===== config.mk =====
export PLATFORM = sky130hd
export DESIGN_NAME = small_div
export DESIGN_NICKNAME = d
export VERILOG_FILES = /design/src/rtl/small_div_pkg.sv /design/src/rtl/small_div_stage.sv /design/src/rtl/small_div.sv
export SDC_FILE = /design/constraint.sdc
export NUM_CORES = 1
export LEC_CHECK = 0
export ABC_CLOCK_PERIOD_IN_PS = 13200
export CORE_ASPECT_RATIO = 0.8
export CORE_MARGIN = 4
export CORE_UTILIZATION = 50
export DETAILED_ROUTE_END_ITERATION = 8
export PLACE_DENSITY = 0.7
export SETUP_SLACK_MARGIN = 0.1
export SLEW_MARGIN = 20
export SYNTH_ARGS = -nofsm -noshare
export SYNTH_HDL_FRONTEND = slang
export SYNTH_SLANG_ARGS = --single-unit

===== constraint.sdc =====
create_clock -name clock -period 13.2 [get_ports clock]
set_clock_uncertainty 0.05 [all_clocks]
set_input_delay 1.32 -clock clock [delete_from_list [all_inputs] [get_ports clock]]
set_output_delay 1.32 -clock clock [all_outputs]
set_load 0.01 [all_outputs]

===== src/rtl/small_div_pkg.sv =====
`default_nettype none
// ============================================================================
// Module   : small_div_pkg
// Purpose  : Shared sizing helpers and the constant long-division digit step
//            used by the small_div stage chain.
// Revision : 1.0 - initial release
// ============================================================================
package small_div_pkg;

  // Width of each half of the packed {quotient, remainder} word from div_step.
  localparam int c_STEP_HALF = 32;

  // Bits needed to hold any remainder of a division by the given divisor.
  function automatic int divider_width(input int divisor);
    return $clog2(divisor);
  endfunction

  // Digit chunk width. The remainder takes R bits of the LUT input and the
  // chunk gets the rest, with a floor of one bit.
  function automatic int chunk_width(input int lut_width, input int div_width);
    return (lut_width - div_width < 1) ? 1 : (lut_width - div_width);
  endfunction

  // Number of chunks needed to cover the dividend, rounding up.
  function automatic int stage_count(input int dividend_width, input int chunk_w);
    return (dividend_width + chunk_w - 1) / chunk_w;
  endfunction

  // One long-division step, evaluated only on elaboration-time constants.
  // Returns {quotient[31:0], remainder[31:0]}.
  function automatic logic [2*c_STEP_HALF-1:0] div_step(input int unsigned x,
                                                        input int unsigned divisor);
    logic [c_STEP_HALF-1:0] q;
    logic [c_STEP_HALF-1:0] r;
    q = x / divisor;
    r = x % divisor;
    return {q, r};
  endfunction

endpackage
`default_nettype wire


===== src/rtl/small_div_stage.sv =====
`default_nettype none
// ============================================================================
// Module   : small_div_stage
// Purpose  : One long-division digit step: {remainder_in, chunk} -> quotient
//            digit and remainder_out, realised as a constant lookup table.
// Revision : 1.0 - initial release
// ============================================================================
module small_div_stage
  import small_div_pkg::*;
#(
  parameter int DIVIDER_VALUE = 5,
  parameter int DIVIDER_WIDTH = 3,
  parameter int CHUNK_WIDTH   = 3
) (
  input  logic [DIVIDER_WIDTH-1:0] i_rem,
  input  logic [CHUNK_WIDTH-1:0]   i_chunk,
  output logic [CHUNK_WIDTH-1:0]   o_quot,
  output logic [DIVIDER_WIDTH-1:0] o_rem
);

  localparam int c_X_WIDTH = DIVIDER_WIDTH + CHUNK_WIDTH;
  localparam int c_ENTRIES = 2 ** c_X_WIDTH;

  logic [c_X_WIDTH-1:0] w_x;
  logic [c_X_WIDTH-1:0] w_rom [c_ENTRIES];

  // Table entries whose remainder field is >= divisor can never be addressed
  // (the incoming remainder is always < divisor); their truncated quotient
  // is therefore harmless.
  for (genvar g = 0; g < c_ENTRIES; g++) begin : g_rom
    localparam logic [2*c_STEP_HALF-1:0] c_STEP = div_step(g, DIVIDER_VALUE);
    assign w_rom[g] = {c_STEP[c_STEP_HALF +: CHUNK_WIDTH], c_STEP[0 +: DIVIDER_WIDTH]};
  end

  assign w_x             = {i_rem, i_chunk};
  assign {o_quot, o_rem} = w_rom[w_x];

endmodule
`default_nettype wire


===== src/rtl/small_div.sv =====
`default_nettype none
// ============================================================================
// Module   : small_div
// Purpose  : Unsigned divide-by-constant via a combinational chain of small
//            digit lookup stages, with optional input and output registers.
// Revision : 1.0 - initial release
// ============================================================================
module small_div
  import small_div_pkg::*;
#(
  parameter int DIVIDER_VALUE         = 5,
  parameter int DIVIDEND_WIDTH        = 18,
  parameter int THEORETICAL_LUT_WIDTH = 6,
  parameter int REGISTER_IN           = 1,
  parameter int REGISTER_OUT          = 1,
  localparam int DIVIDER_WIDTH        = divider_width(DIVIDER_VALUE)
) (
  input  logic                      clock,
  input  logic                      reset,
  input  logic                      enable,
  input  logic [DIVIDEND_WIDTH-1:0] dividend,
  output logic [DIVIDEND_WIDTH-1:0] quotient,
  output logic [DIVIDER_WIDTH-1:0]  remainder
);

  localparam int c_CHUNK  = chunk_width(THEORETICAL_LUT_WIDTH, DIVIDER_WIDTH);
  localparam int c_STAGES = stage_count(DIVIDEND_WIDTH, c_CHUNK);
  localparam int c_PAD    = c_CHUNK * c_STAGES;

  logic [DIVIDEND_WIDTH-1:0] w_div_in;
  logic [c_PAD-1:0]          w_padded;
  logic [c_PAD-1:0]          w_quot_padded;
  logic [DIVIDER_WIDTH-1:0]  w_rem_chain [c_STAGES+1];
  logic [DIVIDEND_WIDTH-1:0] w_quot;
  logic [DIVIDER_WIDTH-1:0]  w_rem;

  // Optional input register bank.
  if (REGISTER_IN != 0) begin : g_reg_in
    logic [DIVIDEND_WIDTH-1:0] r_dividend;
    // Capture the dividend on enabled edges; cleared by reset.
    always_ff @(posedge clock or posedge reset) begin
      if (reset)       r_dividend <= '0;
      else if (enable) r_dividend <= dividend;
    end
    assign w_div_in = r_dividend;
  end else begin : g_no_reg_in
    assign w_div_in = dividend;
  end

  // Zero-extend at the MSB end so the dividend splits into whole chunks.
  always_comb begin
    w_padded                     = '0;
    w_padded[DIVIDEND_WIDTH-1:0] = w_div_in;
  end

  assign w_rem_chain[0] = '0;

  // Most significant chunk is consumed first, as in pencil long division.
  for (genvar i = 0; i < c_STAGES; i++) begin : g_stage
    small_div_stage #(
      .DIVIDER_VALUE (DIVIDER_VALUE),
      .DIVIDER_WIDTH (DIVIDER_WIDTH),
      .CHUNK_WIDTH   (c_CHUNK)
    ) u_stage (
      .i_rem   (w_rem_chain[i]),
      .i_chunk (w_padded[(c_STAGES-1-i)*c_CHUNK +: c_CHUNK]),
      .o_quot  (w_quot_padded[(c_STAGES-1-i)*c_CHUNK +: c_CHUNK]),
      .o_rem   (w_rem_chain[i+1])
    );
  end

  // Quotient bits above the dividend width are always zero after padding.
  if (c_PAD > DIVIDEND_WIDTH) begin : g_pad
    logic w_unused_pad;
    assign w_unused_pad = &{1'b0, w_quot_padded[c_PAD-1:DIVIDEND_WIDTH]};
  end

  assign w_quot = w_quot_padded[DIVIDEND_WIDTH-1:0];
  assign w_rem  = w_rem_chain[c_STAGES];

  // Optional output register bank.
  if (REGISTER_OUT != 0) begin : g_reg_out
    logic [DIVIDEND_WIDTH-1:0] r_quot;
    logic [DIVIDER_WIDTH-1:0]  r_rem;
    // Capture the chain result on enabled edges; cleared by reset.
    always_ff @(posedge clock or posedge reset) begin
      if (reset) begin
        r_quot <= '0;
        r_rem  <= '0;
      end else if (enable) begin
        r_quot <= w_quot;
        r_rem  <= w_rem;
      end
    end
    assign quotient  = r_quot;
    assign remainder = r_rem;
  end else begin : g_no_reg_out
    assign quotient  = w_quot;
    assign remainder = w_rem;
  end

  // In the fully combinational build the control inputs are intentionally idle.
  if (REGISTER_IN == 0 && REGISTER_OUT == 0) begin : g_comb_only
    logic w_unused_ctrl;
    assign w_unused_ctrl = &{1'b0, clock, reset, enable};
  end

endmodule
`default_nettype wire


## Word level (Yosys, flattened, before mapping)

Memories as Yosys holds them, arrays and structs flattened. A register that Yosys moved wholly into a read port is not among the register bits.
Cells that the tools add are included.

- Latch bits: 0
- ROM bits: 2304
- Memory bits (writable): 0
- Bits in registers: 36
- Word-level logic and storage cells: 32
- Input bits: 21
- Output and inout port bits: 21
- Memories: 6

Memories:

| memory | words | width | read ports | clocked after memory_dff | write ports | RTL line | RTL |
|---|---|---|---|---|---|---|---|
| (name not given) | 64 | 6 | 1 | 0 | 0 | small_div_stage.sv:36 | `assign {o_quot, o_rem} = w_rom[w_x];` |
| (name not given) | 64 | 6 | 1 | 0 | 0 | small_div_stage.sv:36 |  |
| (name not given) | 64 | 6 | 1 | 0 | 0 | small_div_stage.sv:36 |  |
| (name not given) | 64 | 6 | 1 | 0 | 0 | small_div_stage.sv:36 |  |
| (name not given) | 64 | 6 | 1 | 0 | 0 | small_div_stage.sv:36 |  |
| (name not given) | 64 | 6 | 1 | 1 | 0 | small_div_stage.sv:36 |  |

- Equal/unequal tests: 0
- Div/mod/pow operators: 0
- Multiply operators: 0
- Mux-type cells: 12
- Reductions and logical operators: 0
- Bitwise logic cells: 6
- Shift operators: 0
- Add/sub/neg operators: 0
- Order comparisons: 6

Operators with widths:

| cell | number |
|---|---|
| $mux W6 | 12 |
| $ge A7 B7 Y1 const B | 6 |
| $not A6 Y7 | 5 |
| $not A3 Y7 | 1 |

## Longest topological paths before layout

- Depth in word-level cells: 24
- Mapped depth: 25
- Mapped depth without buffers: 19

## Modules after synthesis

A second synthesis with hierarchy kept.

- Cells, all modules: 570
- Area, all modules: 4962.3 sq um

By module, submodules not included:

| module | area each (sq um) | seq. area each (sq um) | cells an instance | times used |
|---|---|---|---|---|
| small_div_stage | 576.8 | 0.0 | 81 | 6 |
| small_div | 1501.4 | 975.9 | 84 | 1 |

## Least setup slack after synthesis

OpenSTA, ideal clock, no wires.

- Kind: flip-flop to flip-flop
- Start point: register g_reg_in.r_dividend[12]
- End point: register g_reg_out.r_quot[0], in the netlist quotient[0]
- Clock period less this slack: 4.958 ns
- Arrival time: 4.774 ns
- Path buffers: 2
- Stages on the path, launching flop included: 21
- Slack: 8.242 ns
- Library setup time: 0.135 ns
- Data required time: 13.015 ns
- Path through: dfrtp_1 > inv_1 > ha_1 > nor2_1 > o22a_1 > or3_1 > buf_2 > a221o_1 > o31ai_1 > o311ai_1 > o31a_1 > buf_6 > mux2i_2 > mux2_2 > mux4_2 > nand2_1 > o32ai_1 > a311o_4 > maj3_2 > a2111oi_2 > a211oi_1

- Word-level cells in the longest chain between the ends: 17

RTL lines:

| item | RTL line | RTL |
|---|---|---|
| from (decl) | small_div.sv:39 | `logic [DIVIDEND_WIDTH-1:0] r_dividend;` |
| from (signal assigned) | small_div.sv:43 | `else if (enable) r_dividend <= dividend;` |
| $not A6 Y7 (not written as such) | small_div_stage.sv:36 |  |
| $mem_v2 Z64 W6 | n/a |  |
| $mux W6 (not written as such) (2 in series) | small_div_stage.sv:36 |  |
| $not A6 Y7 (not written as such) | small_div_stage.sv:36 |  |
| $mem_v2 Z64 W6 | n/a |  |
| $mux W6 (not written as such) (2 in series) | small_div_stage.sv:36 |  |
| $not A6 Y7 (not written as such) | small_div_stage.sv:36 |  |
| $mem_v2 Z64 W6 | n/a |  |
| $mux W6 (not written as such) (2 in series) | small_div_stage.sv:36 |  |
| $not A6 Y7 (not written as such) | small_div_stage.sv:36 |  |
| $mem_v2 Z64 W6 | n/a |  |
| $mux W6 (not written as such) (2 in series) | small_div_stage.sv:36 |  |
| $not A6 Y7 (not written as such) | small_div_stage.sv:36 |  |
| to (decl) | small_div.sv:83 | `logic [DIVIDEND_WIDTH-1:0] r_quot;` |

No other way between the ends. The select of a mux whose other input is x is not followed.
A chain may end at the register's enable or synchronous reset.

## Final worst setup path

- Start point: register g_reg_in.r_dividend[14]
- End point: register g_reg_out.r_rem[0], in the netlist remainder[0]

- Word-level cells in the longest chain between the ends: 17

RTL lines:

| item | RTL line | RTL |
|---|---|---|
| $not A6 Y7 (not written as such) | small_div_stage.sv:36 |  |
| $mem_v2 Z64 W6 | n/a |  |
| $mux W6 (not written as such) (2 in series) | small_div_stage.sv:36 |  |
| $not A6 Y7 (not written as such) | small_div_stage.sv:36 |  |
| $mem_v2 Z64 W6 | n/a |  |
| $mux W6 (not written as such) (2 in series) | small_div_stage.sv:36 |  |
| $not A6 Y7 (not written as such) | small_div_stage.sv:36 |  |
| $mem_v2 Z64 W6 | n/a |  |
| $mux W6 (not written as such) (2 in series) | small_div_stage.sv:36 |  |
| $not A6 Y7 (not written as such) | small_div_stage.sv:36 |  |
| $mem_v2 Z64 W6 | n/a |  |
| $mux W6 (not written as such) (2 in series) | small_div_stage.sv:36 |  |
| $not A6 Y7 (not written as such) | small_div_stage.sv:36 |  |
| to (decl) | small_div.sv:84 | `logic [DIVIDER_WIDTH-1:0] r_rem;` |

No other way between the ends. The select of a mux whose other input is x is not followed.

==> impl_metrics.tcl <==
set metrics [dict create \
    ys_seq_area_frac 0.181 \
    hold_path.startpoint "quotient[3]$_DFFE_PP0P_" \
    setup.worst_path.class "flop to flop" \
    portBuffers 39 \
    required_ns 13.35 \
    gr-total-overflow 0 \
    worst_slack_ns 6.70 \
    final.hold.worst_slack_ns 0.435 \
    finalCoreUtilization 0.563 \
    reg2reg_from "g_reg_in.r_dividend[14]$_DFFE_PP0P_" \
    cts-root-buf "clkbuf_16" \
    cell_area_after_layout_sq_um 5530 \
    cts-htree-levels 2 \
    placement.cell_area_sq_um 5350 \
    startpoint_type "flop" \
    clk_pwr_share 0.131 \
    final_cells 807 \
    fin_crit_ns 6.50 \
    cts_sinks 37 \
    path_max_fanout 29 \
    synth_area_leaders "dfrtp_1 18%, ha_1 5.9%, nand2_1 5.5%" \
    sum_of_negative_setup_slack_ns 0 \
    post_drt_via_cell_ratio 6.58 \
    grt_pass1_wl_microns 24400 \
    postCtsHoldBufs 0 \
    die_x_microns 121 \
    tritoncts "yes" \
    tightest_slew_ns 0.952 \
    numPlacedInstances 799 \
    synth.lib_cells_used.distinct 87 \
    syn-instance-count 676 \
    postRouteAntennaNets 0 \
    drt_pass1_iterations 6 \
    max_freq_mhz 154 \
    synth_top_area_cell "dfrtp_1" \
    reg2reg_to "remainder[0]$_DFFE_PP0P_" \
    dpl.hpwl_microns 10300 \
    cts.path.max_buffers 2 \
    synth.cell_area_sq_um 5100 \
    crit_path_cell_trace "inv_1 -> mux2_2 -> nand3_1 -> a31oi_1 -> nor2_1 -> a32oi_2 -> and3_1 -> nand3_1 -> o22a_1 -> a31oi_4 -> xnor2_1 -> o221ai_2 -> o22ai_1 -> nor2_2 -> a221oi_1 -> a22oi_1 -> o221ai_1" \
    r2r_cells 17 \
    yosys.cell_count.top_type "nand2_1" \
    max_cap_violations 0 \
    crit_top_cell "nand3_1" \
    synth_top_cell_area_share 0.181 \
    dr.first_iter.drc_count 961 \
    timing_max_transition_violations_final 0 \
    cellInternalPower_uw 558 \
    ys_ff_latch 37 \
    status "finished clean" \
    min_path_type "flop to flop" \
    gp_routability_congestion 0.933 \
    antenna_found_initial 0 \
    worst_setup_hold_path_clk_slew_ns 0.07 \
    cp_slowest_stage_delay_ns 0.91 \
    p_leak_nw 2.13 \
    final_net_count 715 \
    timing.critical_path.to_type "flop" \
    power.switching_fraction 0.507 \
    fraction_of_final_layout_cells_sized_beyond_drive_strength_1 0.0894 \
    most_instantiated_cells_after_synthesis "75 x nand2_1, 50 x a21oi_1, 48 x nor2_1, 48 x o21ai_0, 37 x dfrtp_1" \
    grt_pass1_vias 4758 \
    number_of_synthesis_warnings 0 \
    reg2reg_setup_slack_ns 6.70 \
    hold_depth 2 \
    comb_power_share 0.712 \
    power.ir.vdd_worst_mv 0.0815 \
    total_switching_power_uw 574 \
    sequential_fraction_of_design_power 0.157 \
    timing.final.crit_share 0.493 \
    cts_buffers 5 \
    route.vias.total 5308 \
    detail_route.drc_violations 0 \
    critical_path.slowest_cell "dfrtp_1" \
    die_area_sq_um 11900 \
    finalPower_mw 1.13 \
    route.final.wire_length_microns 14500 \
    diodes 0 \
    synth.avg_cell_area_sq_um 7.55 \
    grt_start_max_net_pins 61 \
    area_growth_pct 8.31 \
    globalRouteTotalUtil 0.244 \
    ioPinCount 42 \
    crit_arrival_ns 6.66 \
    start_util 0.520 \
    post_cts_resized 0 \
    cts.repair_timing.setup_buffer_count 0 \
    edff_count_synth 0 \
    placement_row_count 32 \
    core_area_sq_um 9810 \
    die_h_microns 98.4 \
    finish_stage_setup_viols 0 \
    holdPathEnd "quotient[3]$_DFFE_PP0P_" \
    power_per_standard_cell_area_nw_per_um2 205 \
    asyncSetResetFlopFracSynth 1.00 \
    timing.slew.headroom 0.365 \
    clk_latency_ns 0.29 \
    ys.flop_type "dfrtp_1" \
    hold_viol_final 0 \
    wl_per_cell_microns 17.9 \
    grt_setup_unrepaired "no" \
    pre_cts_ws_ns 6.89 \
]
==> cells by family after synthesis <==
logic type | after synthesis | synth area share
flip-flops | 37 | 0.181
other | 1 | 0.000735
AO/OA/AOI/OAI | 266 | 0.377
multiplexers | 26 | 0.0618
buffers and inverters | 90 | 0.0915
AND/OR/NAND/NOR | 216 | 0.200
adder cells (fa/ha/maj) | 28 | 0.0669
XOR/XNOR | 12 | 0.0206
==> worst max path at each step <==
stage,startpoint,end,slack [ns],cells after the start
floorplan,g_reg_in.r_dividend[12]$_DFFE_PP0P_,quotient[0]$_DFFE_PP0P_,8.24,20
global placement,g_reg_in.r_dividend[13]$_DFFE_PP0P_,remainder[1]$_DFFE_PP0P_,7.11,18
detailed placement,g_reg_in.r_dividend[13]$_DFFE_PP0P_,remainder[0]$_DFFE_PP0P_,6.89,19
CTS,g_reg_in.r_dividend[13]$_DFFE_PP0P_,remainder[0]$_DFFE_PP0P_,6.87,19
global route,g_reg_in.r_dividend[14]$_DFFE_PP0P_,remainder[0]$_DFFE_PP0P_,6.10,17
finish,g_reg_in.r_dividend[14]$_DFFE_PP0P_,remainder[0]$_DFFE_PP0P_,6.70,17
==> cells in the final DEF, fill, tap and decap left out, types with 6 or more instances in the layout <==
cell type / n
inv_1: 30
nand3_1: 23
and3_1: 8
nand2b_1: 7
o21ai_1: 6
nor2_1: 48
mux2i_1: 11
clkdlybuf4s50_1: 38
nand4_1: 8
dfrtp_1: 37
o21ai_0: 48
o22ai_1: 7
o211ai_1: 7
a21oi_1: 50
a211oi_1: 22
o21a_1: 8
a21o_1: 6
o31ai_1: 8
a31o_2: 7
nand2_1: 75
o221ai_1: 10
mux2_2: 11
ha_1: 24
a31oi_1: 12
xnor2_1: 9
nor3_1: 15
==> power by group through the flow <==
stage | Sequential (mW) | Combinational (mW) | Clock [mW]
2_1_floorplan | 0.174 | 0.646 | 0
3_3_place_gp | 0.179 | 0.784 | 0
3_5_place_dp | 0.180 | 0.788 | 0
4_1_cts | 0.178 | 0.791 | 0.151
5_1_grt | 0.184 | 0.885 | 0.158
6_report | 0.178 | 0.806 | 0.148
==> sequential cells by signal, indices dropped and copies added (netlist names) <==
register	flops
g_reg_in.r_dividend	18
quotient	16
remainder	3
==> worst max-delay path: cells and delay by family, from the launching register on <==
family,cells,cell delay [ns]
DFF,1,0.91
AOI/OAI and AO/OA,9,3.35
and+or+nand+nor,5,1.25
xor gates and xnor gates,1,0.23
buffers and inverters,1,0.31
muxes,1,0.31
==> area by class of cell <==
type,count,area [sq um]
Timing Repair Buffer,42,408
Inverter,34,128
Clock buffer,6,139
Tap cell,136,170
Fill cell,924,4280
Multi-Input combinational cell,550,3720
Clock inverter,2,37.5
Sequential cell,37,926
==> layer usage <==
layer  track usage  vias up  share of wire
met5             0        -              0
met4        0.0497        0          0.011
met3        0.0434       23          0.074
met2         0.346      256           0.43
met1         0.382     2484           0.49
li1              -     2545              -
Note: power is estimated with default switching activity, not from simulation.
